File: src/rtl/alu_share_arbiter.sv
// Round-robin arbiter sharing one combinational ALU among NREQ requesters.
// Grants in IDLE, evaluates in EXEC, holds a registered response in RESP.
module alu_share_alu #(
  parameter int XLEN = 32
) (
  input  logic [XLEN-1:0] a,
  input  logic [XLEN-1:0] b,
  input  logic [1:0]      op,
  output logic [XLEN-1:0] alu_out,
  output logic            zero
);

  always_comb begin
    alu_out = '0;
    unique case (op)
      2'b00: alu_out = a + b;
      2'b01: alu_out = a - b;
      2'b10: alu_out = a & b;
      2'b11: alu_out = a | b;
      default: alu_out = '0;
    endcase
    zero = (alu_out == '0);
  end

endmodule

module alu_share_arbiter #(
  parameter int XLEN = 32,
  parameter int NREQ = 4,
  parameter int IDW  = $clog2(NREQ)
) (
  input  logic                 clk,
  input  logic                 rst_n,
  input  logic [NREQ-1:0]      req_valid,
  output logic [NREQ-1:0]      req_ready,
  input  logic [NREQ*XLEN-1:0] req_a,
  input  logic [NREQ*XLEN-1:0] req_b,
  input  logic [NREQ*2-1:0]    req_op,
  output logic                 rsp_valid,
  input  logic                 rsp_ready,
  output logic [IDW-1:0]       rsp_id,
  output logic [XLEN-1:0]      rsp_data,
  output logic                 rsp_zero,
  output logic [15:0]          ops_done,
  output logic                 busy
);

  typedef enum logic [1:0] {
    IDLE = 2'b00,
    EXEC = 2'b01,
    RESP = 2'b10
  } state_t;

  state_t          state;
  state_t          state_nxt;
  logic [IDW-1:0]  last;
  logic [IDW-1:0]  grant_id;
  logic [IDW-1:0]  cand;
  logic            grant_hit;
  int              idx;
  logic [XLEN-1:0] opa;
  logic [XLEN-1:0] opb;
  logic [1:0]      opc;
  logic [XLEN-1:0] alu_out;
  logic            alu_zero;
  logic            take;
  logic            fire;
  logic            bad;

  // Search starts just after the last winner so priority rotates.
  always_comb begin
    grant_hit = 1'b0;
    grant_id  = '0;
    idx       = 0;
    cand      = '0;
    for (int k = 1; k <= NREQ; k++) begin
      idx  = (int'(last) + k) % NREQ;
      cand = IDW'(idx);
      if (!grant_hit && req_valid[cand]) begin
        grant_hit = 1'b1;
        grant_id  = cand;
      end
    end
  end

  always_comb begin
    state_nxt = state;
    req_ready = '0;
    case (state)
      IDLE: begin
        if (grant_hit && rst_n) begin
          req_ready[grant_id] = 1'b1;
          state_nxt = EXEC;
        end
      end
      EXEC: state_nxt = RESP;
      RESP: if (rsp_ready) state_nxt = IDLE;
      default: state_nxt = IDLE;
    endcase
  end

  assign busy = (state != IDLE);
  assign take = (state == IDLE) && grant_hit;
  assign fire = (state == RESP) && rsp_ready;
  assign bad  = !(state inside {IDLE, EXEC, RESP});

  alu_share_alu #(.XLEN(XLEN)) u_alu (
    .a       (opa),
    .b       (opb),
    .op      (opc),
    .alu_out (alu_out),
    .zero    (alu_zero)
  );

  always_ff @(posedge clk or negedge rst_n) begin
    if (!rst_n) begin
      state     <= IDLE;
      last      <= IDW'(NREQ - 1);
      opa       <= '0;
      opb       <= '0;
      opc       <= '0;
      rsp_valid <= 1'b0;
      rsp_id    <= '0;
      rsp_data  <= '0;
      rsp_zero  <= 1'b0;
      ops_done  <= '0;
    end else begin
      state <= state_nxt;
      if (take) begin
        opa    <= req_a[grant_id*XLEN +: XLEN];
        opb    <= req_b[grant_id*XLEN +: XLEN];
        opc    <= req_op[grant_id*2 +: 2];
        rsp_id <= grant_id;
        last   <= grant_id;
      end
      if (state == EXEC) begin
        rsp_data  <= alu_out;
        rsp_zero  <= alu_zero;
        rsp_valid <= 1'b1;
      end
      if (fire) begin
        rsp_valid <= 1'b0;
        if (ops_done != 16'hFFFF) ops_done <= ops_done + 16'd1;
      end
      if (bad) rsp_valid <= 1'b0;
    end
  end

endmodule

File: config.mk
export PLATFORM = sky130hd
export DESIGN_NAME = alu_share_arbiter
export DESIGN_NICKNAME = d
export VERILOG_FILES = /design/src/rtl/alu_share_arbiter.sv
export SDC_FILE = /design/constraint.sdc
export NUM_CORES = 1
export LEC_CHECK = 0
export CORE_MARGIN = 5
export CORE_UTILIZATION = 48
export DETAILED_ROUTE_END_ITERATION = 8
export GPL_TIMING_DRIVEN = 0
export PLACE_DENSITY = 0.89
export SYNTH_ARGS = -nofsm -noshare
export SYNTH_HDL_FRONTEND = slang
export SYNTH_SLANG_ARGS = --single-unit
File: constraint.sdc
create_clock -name clk -period 5.4 [get_ports clk]
set_clock_uncertainty 0.2 [all_clocks]
set_input_delay 0.81 -clock clk [delete_from_list [all_inputs] [get_ports clk]]
set_output_delay 0.81 -clock clk [all_outputs]
set_load 0.02 [all_outputs]
After elaboration in Yosys (flattened, before gate mapping). Cells that the tools add are included. W data, S select, Z words.

Memories kept: 0. Logic and storage cells: 81. Memory bits (writable): 0. Bits in registers: 122. Bits in latches: 0. Memory bits (read-only): 0.

Multiplexer cells: 27. Multiply operators: 0. Shift operators: 3. $add $sub $neg: 7. Reductions and logical operators: 17. Divide/modulo/power cells: 0. Bitwise gates (word level): 2. Equal/unequal tests: 9. Order comparisons: 6.

Operators with widths (number): $shiftx A128 B8 Y32 (2); $pmux W32 S4 (1); $add A32 B32 Y32 (1); $and A32 B32 Y32 (1); $logic_not A32 Y1 (1); $or A32 B32 Y32 (1); $sub A32 B32 Y32 (1); $add A16 B1 Y16 const B (1); $ne A16 B16 Y1 const B (1); $lt A2 B3 Y1 const B (5); $mux W1 (12); $mux W2 (6); $bmux W1 S2 (4); $mux W4 (2); $shiftx A8 B4 Y2 (1); $logic_and A1 B1 Y1 (7); $eq A2 B2 Y1 const B (3); $pmux W2 S3 (1); $add A2 B1 Y2 const B (2); $add A2 B2 Y2 const B (2); $eq A2 B1 Y1 const B (2); $logic_not A2 Y1 (2); $ne A2 B2 Y1 const B (2); $reduce_and A2 Y1 (2); 6 further kinds (8).

Depth between registers and ports, before layout.
Word-level depth: 19. Gate-level depth with buffers: 22. Mapped depth without buffers: 20.

Modules after synthesis. Synthesis repeated with hierarchy kept, for this count alone.

Cell total of the unflattened synthesis: 1225. Area, all modules: 10790.3 µm².

Modules (own cells, without submodules): alu_share_arbiter (cells an instance 703, times used 1, area an instance 7265.7 µm²); alu_share_alu (cells an instance 522, times used 1, area an instance 3524.6 µm²).

Worst setup path after synthesis. OpenSTA, ideal clock, no wires.

Path kind: register to register. Start point: register opb[0]. End point: register rsp_zero. Cell stages (with the launch flop): 22. Period minus slack after synthesis: 4.603 ns. Arrival time: 4.311 ns. Path slack: 0.797 ns. Required time: 5.108 ns. Buffers on the path: 2. Cells stage by stage: dfrtp_1 inv_1 ha_1 nand4bb_1 nor2_1 nand2_1 or2_2 clkbuf_1 or4_1 o21ai_0 xor2_1 ha_1 clkbuf_1 a211oi_1 nor2b_1 o21ai_0 a31oi_1 nor4_1 or3_1 nor4_1 nand4_1 o31ai_2.

Word-level cells in the longest chain between the ends: 3. Elaborated cells between the ends (all ways): 6. Classes of those cells: 2 x add/sub; 1 x mux; 2 x bitwise; 1 x reduce/logical.

Ends and longest elaborated chain: start: declaration (RTL line 62) `logic [XLEN-1:0] opb;`; start signal: assignment (RTL line 131) `opb <= req_b[grant_id*XLEN +: XLEN];`; $sub A32 B32 Y32, or another cell as far along (RTL line 17) `2'b01: alu_out = a - b;`; $pmux W32 S4 (*) (RTL line 15) `unique case (op)`; $logic_not A32 Y1 (*) (RTL line 22) `zero = (alu_out == '0);`; end signal: assignment (RTL line 138) `rsp_zero <= alu_zero;`; end: declaration (RTL line 43) `output logic rsp_zero,`.

Mark *: on every way between the ends. The rest lies on a longest branch, timed or not. A chain may end at the register's enable or synchronous reset.

Final worst setup path. Ends and elaborated chain as after synthesis.

==> flow_summary.yaml <==
synth:
  synth-main-ff-cell: "dfrtp_1"
  synth-edff-count: 0
  synth.area.top_cells: "dfrtp_1, nand2_1, o21ai_0"
  yosysWarnings: 0
  synth_xor_area_share_pct: 5.50
  synth_mux_area_share_pct: 2.07
  synth_simple_gate_area_share_pct: 30.0
  synth-async-reset-ratio_pct: 100
  synth_seq_cells: 122
  synth_cells: 1440
  synth-seq-area-share_pct: 30.4
  syn_avg_cell_area_sq_um: 6.97
  synth_top_family_by_area: "simple AND/OR/NAND/NOR gates"
  synth_largest_area_cell: "dfrtp_1"
  synth.net_count: 1747
  syn_area_sq_um: 10000
  synth_top_area_share_pct: 29.9
  synth_cell_types: 61
  synth-compound-area-share_pct: 20.6
  synth-adder-area-share_pct: 6.96
sta:
  whs_ns: 0.0956
  worst_pin_slew_ns: 0.919
  final.min_clock_period_ns: 5.12
  max_slew_margin_pct: 38.7
  finalSetupViolCount: 0
  fmax_ghz: 0.195
  final_hold_viol_count: 0
  min_period_over_period_pct: 94.8
  drv_slew: 0
place:
  io_buffers: 327
  hpwlAfterDp_um: 31700
  gp_congestion: 0.991
  dpl_cell_area_sq_um: 13700
  placed_cells: 2043
layout:
  area_delta_synth_final_pct: 42.7
  fin_nets: 2091
  diodes: 0
  fin_util_pct: 68.8
  finalInstanceArea_sq_um: 14300
  stdcell_count: 2071
  drive_gt1_share_pct: 4.06
grt:
  grt_usage_pct: 31.6
  grt_max_degree: 80
  antenna_found_initial: 0
  grt.overflow.total: 0
  grt_pass1_vias: 11500
  grt_first_pass_wirelength_um: 60200
cts:
  cts_hold_buf: 0
  post_cts_buffers: 0
  cts_buffer_depth: 2
  tritoncts: "built"
  clk-insertion-delay-late_ns: 0.43
  root_buffer: "clkbuf_16"
  htreeDepth: 4
  cts_buffers: 17
  clock_sinks: 122
  clk_pin_slew_ns: 0.06
routing:
  detail_route.iter0.violations: 1202
  ant_nets: 0
  drc_errors: 0
  via_per_inst: 5.73
  routedWlPerCell_um: 19.0
  drtPass1Iterations: 8
  vias: 11900
  wl_um: 39400
setup_path:
  crit_fanout: 10
  endpoint_kind: "register"
  worst-endpoint-required_ns: 5.54
  cp-start-kind: "register"
  arrival_ns: 5.26
  r2r_setup_slack_ns: 0.28
  critPathKind: "register to register"
die:
  die_w_um: 155
  die_h_um: 155
  dieArea_sq_um: 23900
  num_rows: 53
  io-pin-count: 328
  core_sq_um: 20800
  initial_core_util_pct: 48.2
power_and_ir_drop:
  p_seq_share_pct: 17.6
  combinationalPowerShare_pct: 71.9
  power_density_nw_per_um2: 732
  p_sw_share_pct: 53.5
  p_sw_uw: 5600
  ir_drop_v: 0.000340
  clkPwrFrac_pct: 10.5
  p_leak_uw: 0.00618
  p_int_uw: 4880
  finalPower_uw: 10500
job:
  drv_cap: 0
min_path:
  hold_class: "primary input to asynchronous set/reset pin"
run_status:
  status: "finished clean"
[layer usage]
metal  part of all wire (%)  global-route usage [%]  vias to the layer above
met1                     40                    39.4                     5527
met5                      0                       0                        -
met3                    8.4                    6.27                       97
met2                     48                    53.7                      597
li1                       -                       -                     5651
met4                    4.4                    13.0                        0
[what timing repair did]
action	CTS	global route
endpoints found under the setup margin	2	4
resized for setup	2	17
cloned	0	0
[area by class of cell]
class	count	area (sq um)
clock inverter	12	116
fill	1780	6500
timing repair buffer	328	3300
sequential	122	3060
clock buffer	19	453
inverter	19	71.3
tap	275	344
buffer	92	373
multi-input combinational	1204	6610
[power groups by stage]
stage                     Combinational (uW)  Clock [uW]  Sequential [uW]
after global routing                    8240        1140             1880
after global placement                  7060           0             1780
after CTS                               7250        1100             1810
after floorplan                         4910           0             1840
final                                   7540        1100             1840
after detailed placement                7190           0             1810
[state kept, by name, indices dropped and copies added (netlist names), 2 cells and up]
register	flops
opc	2
rsp_data	32
opb	32
ops_done	16
opa	32
last	2
rsp_id	2
state	2
[cell usage in the layout, fill, tap and decap left out, drive strengths merged, types with 4 or more instances in the layout]
| cell | instances |
|---|---|
| a211oi | 9 |
| a21o | 10 |
| a21oi | 57 |
| a31oi | 10 |
| and2 | 8 |
| and3 | 7 |
| buf | 22 |
| clkbuf | 91 |
| clkdlybuf4s50 | 326 |
| clkinv | 6 |
| dfrtp | 120 |
| ha | 35 |
| inv | 22 |
| maj3 | 24 |
| mux2 | 6 |
| mux2i | 14 |
| nand2 | 485 |
| nand2b | 7 |
| nand3 | 84 |
| nand4 | 16 |
| nor2 | 60 |
| nor2b | 9 |
| nor3 | 11 |
| nor4 | 6 |
| o211ai | 9 |
| o21a | 13 |
| o21ai | 192 |
| o31ai | 13 |
| o41ai | 4 |
| or4 | 6 |
| xnor2 | 31 |
| xor2 | 32 |
[cell usage after synthesis, types with 19 or more instances]
cell type,n
a21oi_1,57
buf_1,19
clkbuf_1,73
dfrtp_1,120
ha_1,35
inv_1,19
maj3_1,24
nand2_1,485
nand3_1,84
nor2_1,60
o21ai_0,192
xnor2_1,31
xor2_1,32
[path summary, 6_finish.rpt]
kind                               from      endpoint  cells after the start
max                              opb[0]      rsp_zero                     20
min                               rst_n  ops_done[10]                      1
max reg2reg                      opb[0]      rsp_zero                     20
min reg2reg                rsp_data[31]  rsp_data[31]                      2
max in group asynchronous         rst_n       last[0]                      2
min in group clk           rsp_data[31]  rsp_data[31]                      2
[logic make-up after synthesis]
kind of cell,after synthesis
xor gates and xnor gates,63
muxes,20
and+or+nand+nor,711
adders and majority gates,60
DFF,122
buffers and inverters,114
AOI/OAI and AO/OA,350
[metrics by stage]
stage / setup TNS (ns) / worst slack (ns)
after floorplan: 0 / 0.797
after global placement: -148.59 / -2.14
after detailed placement: -0.335 / -0.251
after CTS: 0 / 0.0223
after global routing: -0.00364 / -0.00364
final: 0 / 0.279
[critical path, cell delays in order, from the launching register on]
cell and delay [ns]:
dfrtp_1 0.42, inv_1 0.11, ha_1 0.20, nand4bb_1 0.17, nor2_1 0.15, nand2_1 0.08
or2_2 0.28, clkbuf_1 0.17, or4_4 0.55, o21ai_0 0.24, xor2_1 0.19, ha_2 0.37
a211oi_4 0.29, nor2b_1 0.17, o21ai_0 0.11, a31oi_2 0.27, nor4_1 0.08, or3_1 0.38
nor4_2 0.23, nand4_1 0.14, o31ai_2 0.23
Note: power is estimated with default switching activity, not from simulation.
